<file path="src/rtl/input_quantizer_if.sv">
// Streaming feature input and packed-vector output of the input quantizer.
// The slave modport is the quantizer's view; master is the driving/consuming side.
interface input_quantizer_if #(
   parameter int unsigned NUM_FEATURES = 16,
   parameter int unsigned IN_W         = 16,
   parameter int unsigned BW           = 2
);

   logic                       s_valid;
   logic                       s_ready;
   logic [IN_W-1:0]            s_data;
   logic                       s_last;
   logic                       m_valid;
   logic                       m_ready;
   logic [NUM_FEATURES*BW-1:0] M0;
   logic                       err;

   modport slave (
      input  s_valid,
      input  s_data,
      input  s_last,
      input  m_ready,
      output s_ready,
      output m_valid,
      output M0,
      output err
   );

   modport master (
      output s_valid,
      output s_data,
      output s_last,
      output m_ready,
      input  s_ready,
      input  m_valid,
      input  M0,
      input  err
   );

endinterface

</file>
<file path="src/rtl/input_quantizer.sv">
// Quantizes signed feature words to BW-bit codes and packs NUM_FEATURES of them into a
// registered, held vector for the layer-0 neuron LUTs.
module input_quantizer #(
   parameter int unsigned            NUM_FEATURES = 16,
   parameter int unsigned            IN_W         = 16,
   parameter int unsigned            BW           = 2,
   parameter logic signed [IN_W-1:0] OFFSET       = '0,
   parameter int unsigned            SHIFT        = 8
) (
   input logic              clk,
   input logic              rst_n,
   input_quantizer_if.slave bus
);

   localparam int unsigned IdxW    = (NUM_FEATURES > 1) ? $clog2(NUM_FEATURES) : 1;
   localparam int unsigned VecW    = NUM_FEATURES * BW;
   localparam int unsigned MaxCode = (1 << BW) - 1;

   localparam logic [IdxW-1:0]       LastIdx  = IdxW'(NUM_FEATURES - 1);
   localparam logic signed [IN_W:0]  MaxCodeS = (IN_W + 1)'(MaxCode);

   logic [IdxW-1:0] idx_q, idx_d;
   logic [VecW-1:0] asm_q, asm_d;
   logic [VecW-1:0] vec_q, vec_d;
   logic            m_valid_q, m_valid_d;
   logic            err_q, err_d;

   logic signed [IN_W:0] diff;
   logic signed [IN_W:0] shifted;
   logic [BW-1:0]        code;
   logic                 last_slot;
   logic                 accept;
   logic [VecW-1:0]      merged;

   // One extra bit keeps the offset subtraction exact for any input/offset pair.
   always_comb begin
      diff    = $signed({bus.s_data[IN_W-1], bus.s_data}) - $signed({OFFSET[IN_W-1], OFFSET});
      shifted = diff >>> SHIFT;
      if (shifted < 0) begin
         code = '0;
      end else if (shifted > MaxCodeS) begin
         code = '1;
      end else begin
         code = shifted[BW-1:0];
      end
   end

   assign last_slot   = (idx_q == LastIdx);
   // Only the completing feature stalls, and only while an unconsumed vector is held.
   assign bus.s_ready = rst_n && (!last_slot || !m_valid_q || bus.m_ready);
   assign accept      = bus.s_valid && bus.s_ready;

   always_comb begin
      merged = asm_q;
      merged[int'(idx_q) * BW +: BW] = code;
   end

   always_comb begin
      idx_d     = idx_q;
      asm_d     = asm_q;
      vec_d     = vec_q;
      m_valid_d = m_valid_q && !bus.m_ready;
      err_d     = 1'b0;

      if (accept) begin
         asm_d = merged;
         if (last_slot) begin
            vec_d     = merged;
            m_valid_d = 1'b1;
            idx_d     = '0;
            err_d     = !bus.s_last;
         end else if (bus.s_last) begin
            // Short sample: drop it; stale slots are overwritten before the next emission.
            idx_d = '0;
            err_d = 1'b1;
         end else begin
            idx_d = idx_q + IdxW'(1);
         end
      end
   end

   always_ff @(posedge clk or negedge rst_n) begin
      if (!rst_n) begin
         idx_q     <= '0;
         asm_q     <= '0;
         vec_q     <= '0;
         m_valid_q <= 1'b0;
         err_q     <= 1'b0;
      end else begin
         idx_q     <= idx_d;
         asm_q     <= asm_d;
         vec_q     <= vec_d;
         m_valid_q <= m_valid_d;
         err_q     <= err_d;
      end
   end

   assign bus.m_valid = m_valid_q;
   assign bus.M0      = vec_q;
   assign bus.err     = err_q;

endmodule

</file>
<file path="src/flat_wrapper.sv">
// flat-port wrapper written by rule: the top's interface ports become plain ports
module input_quantizer_flat 
#(
   parameter int unsigned            NUM_FEATURES = 16,
   parameter int unsigned            IN_W         = 16,
   parameter int unsigned            BW           = 2,
   parameter logic signed [IN_W-1:0] OFFSET       = '0,
   parameter int unsigned            SHIFT        = 8
)
  (clk, rst_n, bus_s_valid, bus_s_data, bus_s_last, bus_m_ready, bus_s_ready, bus_m_valid, bus_M0, bus_err);
  input_quantizer_if #(.NUM_FEATURES(NUM_FEATURES), .IN_W(IN_W), .BW(BW)) bus_i ();
  input logic clk;
  input logic rst_n;
  input wire logic [$bits(bus_i.s_valid)-1:0] bus_s_valid;
  input wire logic [$bits(bus_i.s_data)-1:0] bus_s_data;
  input wire logic [$bits(bus_i.s_last)-1:0] bus_s_last;
  input wire logic [$bits(bus_i.m_ready)-1:0] bus_m_ready;
  output wire logic [$bits(bus_i.s_ready)-1:0] bus_s_ready;
  output wire logic [$bits(bus_i.m_valid)-1:0] bus_m_valid;
  output wire logic [$bits(bus_i.M0)-1:0] bus_M0;
  output wire logic [$bits(bus_i.err)-1:0] bus_err;
  assign bus_i.s_valid = bus_s_valid;
  assign bus_i.s_data = bus_s_data;
  assign bus_i.s_last = bus_s_last;
  assign bus_i.m_ready = bus_m_ready;
  assign bus_s_ready = bus_i.s_ready;
  assign bus_m_valid = bus_i.m_valid;
  assign bus_M0 = bus_i.M0;
  assign bus_err = bus_i.err;
  input_quantizer #(.NUM_FEATURES(NUM_FEATURES), .IN_W(IN_W), .BW(BW), .OFFSET(OFFSET), .SHIFT(SHIFT)) u_core (.clk(clk), .rst_n(rst_n), .bus(bus_i));
endmodule
</file>
<file path="config.mk">
export PLATFORM = sky130hd
export DESIGN_NAME = input_quantizer_flat
export DESIGN_NICKNAME = d
export VERILOG_FILES = /design/src/rtl/input_quantizer_if.sv /design/src/rtl/input_quantizer.sv /design/src/flat_wrapper.sv
export SDC_FILE = /design/constraint.sdc
export NUM_CORES = 1
export LEC_CHECK = 0
export ABC_CLOCK_PERIOD_IN_PS = 8300
export CORE_MARGIN = 2
export CORE_UTILIZATION = 35
export CTS_CLUSTER_DIAMETER = 200
export CTS_CLUSTER_SIZE = 40
export DETAILED_ROUTE_END_ITERATION = 8
export SLEW_MARGIN = 20
export SYNTH_ARGS = -nofsm -noshare
export SYNTH_HDL_FRONTEND = slang
export SYNTH_SLANG_ARGS = --single-unit
export TNS_END_PERCENT = 20
</file>
<file path="constraint.sdc">
create_clock -name clk -period 8.3 [get_ports clk]
set_clock_uncertainty 0.2 [all_clocks]
set_input_delay 1.245 -clock clk [delete_from_list [all_inputs] [get_ports clk]]
set_output_delay 1.245 -clock clk [all_outputs]
set_load 0.05 [all_outputs]
</file>
After elaboration in Yosys (flattened, before gate mapping)
Cells that the tools add are included.
- output and inout bits: 35
- register bits after elaboration: 70
- word-level logic and storage cells: 32
- muxes and demuxes: 10
- reduce and logical (&&, ||, !) cells: 10
- magnitude comparators: 2
- add/subtract/negate cells: 2
- shift operators: 2
- equal/unequal tests: 1
- operators with widths (cell ; number):
    5-bit negation with 34-bit output ; 1
    2-bit by 34-bit variable shift with 32-bit output, first input constant ; 1
    2-bit by 34-bit indexed part select with 32-bit output ; 1
    32-bit bitwise mux ; 1
    8-bit by 3-bit > comparator with 1-bit output, second input constant ; 1
    8-bit by 1-bit less-than comparator with 1-bit output, second input constant ; 1
    4-bit 2-to-1 mux ; 2
    1-bit 2-to-1 mux ; 5
    4-bit by 1-bit adder with 4-bit output, second input constant ; 1
    4-bit equality test, second input constant ; 1
    1-bit logical NOT ; 4
    2-bit 2-to-1 mux ; 2
    1-bit logical AND ; 3
    1-bit logical OR ; 2
    2-bit AND reduction ; 1

Longest topological paths before layout
- depth after elaboration: 7
- depth in mapped cells: 9
- depth with buffers taken out: 6

Worst setup path before layout
Ideal clock, no wire load.
- kind: in2out
- from: input port bus_m_ready
- to: output port bus_s_ready
- data arrival time: 2.468 ns
- stages on the path: 2
- slack: 4.387 ns
- cells stage by stage: nor2b_1 a21boi_0
- cells in the longest elaborated chain, start to end: 2
- ends and longest elaborated chain (item ; line ; text):
    from (decl) ; flat_wrapper.sv:17 ; input wire logic [$bits(bus_i.m_ready)-1:0] bus_m_ready;
    1-bit logical OR ; input_quantizer.sv:50 ; assign bus.s_ready = rst_n && (!last_slot || !m_valid_q || bus.m_ready);
    1-bit logical AND ; input_quantizer.sv:50 ;
    to (decl) ; flat_wrapper.sv:18 ; output wire logic [$bits(bus_i.s_ready)-1:0] bus_s_ready;
Every way passes these cells.

Worst setup path after layout
- from: input port rst_n
- to: output port bus_s_ready
- cells in the longest elaborated chain, start to end: 1
- ends and longest elaborated chain (item ; line ; text):
    from (decl) ; flat_wrapper.sv:13 ; input logic rst_n;
    1-bit logical AND ; input_quantizer.sv:50 ;
Every way passes these cells.

==> metrics.md <==
| Metric | Value |
|---|---|
| Status | completed |
| Gr ovfl total | 0 |
| Hold path start | u_core.bus.M0[28] |
| CTS tree | done |
| Die area | 11100 sq um |
| EDFF count, synth | 0 |
| Post-CTS Resized | 0 |
| Ant. Diodes | 0 |
| Vias per inst | 5.17 |
| Final Hold Viols | 0 |
| Initial antenna violation count | 0 |
| RSZ-0062 raised after global routing | no |
| Final hold slack | 0.284 ns |
| Cell Area, Synth | 3600 sq um |
| Static Leak | 0.00176 uW |
| Unique masters post-synth | 48 |
| Vias | 2692 |
| Clk_lat worst skew | 0.35 ns |
| Routability congestion estimate | 0.830 |
| Die Y | 105 um |
| Hold Path Depth | 2 |
| HPWL Detailed | 5360 um |
| Max VDD drop | 0.0000871 V |
| Layout area overhead | 22.6% |
| Syn_nets | 360 |
| Final period utilization | 54.9% |
| Post-CTS Hold Fix Bufs | 0 |
| Worst slew pin tran | 0.911 ns |
| CTS sink cnt | 70 |
| FF+latch count, synth | 70 |
| Share of layout cells above drive strength 1 | 18.7% |
| # Post-CTS Setup Buffers | 0 |
| Tmin final | 4.56 ns |
| FF-to-FF path depth | 6 |
| Endpoint of the worst hold path | u_core.bus.M0[28] |
| Residual DRC count | 0 |
| DRT iter0 DRCs | 136 |
| Synthesized area per cell | 10.7 sq um |
| Most frequent cells in the layout | dfrtp_1 (70), clkdlybuf4s50_1 (46), nand2_1 (35), o21ai_0 (31), mux2_2 (29) |
| Max-slew headroom at the worst pin | 39.2% |
| Reg-to-reg slack, setup | 4.89 ns |
| Fin Setup TNS | 0 ns |
| First-pass GRT wire length | 12900 um |
| Critical Path Start | rst_n |
| DR WL/cell | 14.7 um |
| Final nets | 404 |
| DR pass1 iterations | 4 |
| Syn Inst Count | 336 |
| RR Startpoint | u_core.idx_q[0] |
| Max-Cap Viols | 0 |
| I/O Pins | 56 |
| Site Rows | 37 |
| DIE WIDTH | 105 um |
| Vias in the first global route | 2640 |
| GRT Util Overall | 14.7% |
| Critical Path RT | 6.86 ns |
| R2r endpoint | u_core.asm_q[3] |
| Worst EP arrival | 3.11 ns |
| Placed insts | 505 |
| Overall power | 1040 uW |
| Slew Limit Fails | 0 |
| Warnings from Yosys | 0 |
| Antenna-violating nets left | 0 |
| Clock Path Buffers | 2 |
| Hold WC Path Type | reg2reg |
| Critical-path maximum fanout | 73 |
| Post-Layout Cell Count | 521 |
| Port buffer count | 47 |
| Clock root cell | clkbuf_8 |
| Final setup viols | 0 |
| TritonCTS Buffers | 9 |
| Crit Path Category | in2out |
| Seq/Total Area, Yosys | 48.6% |
| Cell Pwr Density | 236 nW/um^2 |
| Most used DFF post-synth | dfrtp_1 |
| Initial Utilization | 35.5% |
| H-tree Lvls | 3 |
| Core ar. | 10100 sq um |
| Endpoint class of the critical path | primary output |
| Final wirelength | 7680 um |
| Async set or reset register ratio after synthesis | 100% |
| Worst-path clk slew | 0.08 ns |
| Most common library cell in the layout ignoring fill and taps | dfrtp_1 |
| Fmax | 220 MHz |
| CP startpoint kind | input pin |
| Largest net degree at the start of global routing | 74 |
| Filler instances | 973 |
[flip-flops by register name (all words and copies together), names as in the netlist]
name	count
u_core.asm_q	32
u_core.bus.M0	32
u_core.bus.err	1
u_core.bus.m_valid	1
u_core.idx_q	4
[final cells by class]
class / count / area (sq um) / area share (%)
clock inverter: 5 / 81.3 / 1.84
timing repair buffer: 50 / 488 / 11.0
inverter: 4 / 15.0 / 0.340
multi-input combinational: 245 / 1760 / 39.8
clock buffer: 11 / 151 / 3.43
sequential: 70 / 1750 / 39.7
tap: 136 / 170 / 3.85
[cell usage after synthesis, drive strengths merged, types with 5 or more instances]
master,number,area (sq um)
a21oi,15,105
a31oi,11,68.8
and2,8,50.1
buf,12,62.6
clkbuf,5,18.8
dfrtp,70,1750
mux2,32,360
mux2i,19,190
nand2,35,131
nand2b,8,52.6
nand3,12,60.1
nand4,8,50.1
nor2,22,82.6
nor3,8,50.1
nor4,6,68.8
o21ai,32,160
[worst max-delay path, stage by stage]
cell,delay [ns]
buf_2,0.07
buf_4,0.69
a21boi_0,0.24
clkdlybuf4s50_1,0.83
[logic make-up after synthesis]
| kind of cell | Yosys count | share of synthesized area, % |
|---|---|---|
| DFF | 70 | 48.6 |
| adders and majority gates | 3 | 1.04 |
| muxes | 51 | 15.3 |
| buffers and inverters | 21 | 2.67 |
| xor gates and xnor gates | 2 | 0.486 |
| and+or+nand+nor | 122 | 19.3 |
| AOI/OAI and AO/OA | 67 | 12.6 |
[power by group]
| group | internal, uW | switching [uW] |
|---|---|---|
| registers | 391 | 33.1 |
| clock network | 186 | 131 |
| logic | 115 | 186 |
| total | 692 | 351 |
[worst max path at each step]
stage,end,depth (start not counted)
finish,bus_s_ready,4
global route,bus_s_ready,4
CTS,bus_s_ready,4
detailed placement,bus_s_ready,4
global placement,bus_s_ready,4
floorplan,bus_s_ready,2
[metrics by stage]
step                util [%]  cell area (sq um)  setup slack [ns]
floorplan                  -               3600              4.39
global placement        41.3               4180              3.71
detailed placement      41.3               4180              3.69
CTS                     43.6               4420              3.70
global route            43.6               4420              3.55
finish                  43.6               4420              3.74
[per-layer routing]
metal	share of wire, %	vias up	track usage, %
li1	-	1305	-
met1	48	1317	19.4
met2	46	59	22.5
met3	4.4	11	3.83
met4	1.7	0	7.24
met5	0	-	0
No activity file was read; power rests on OpenSTA's default activity.
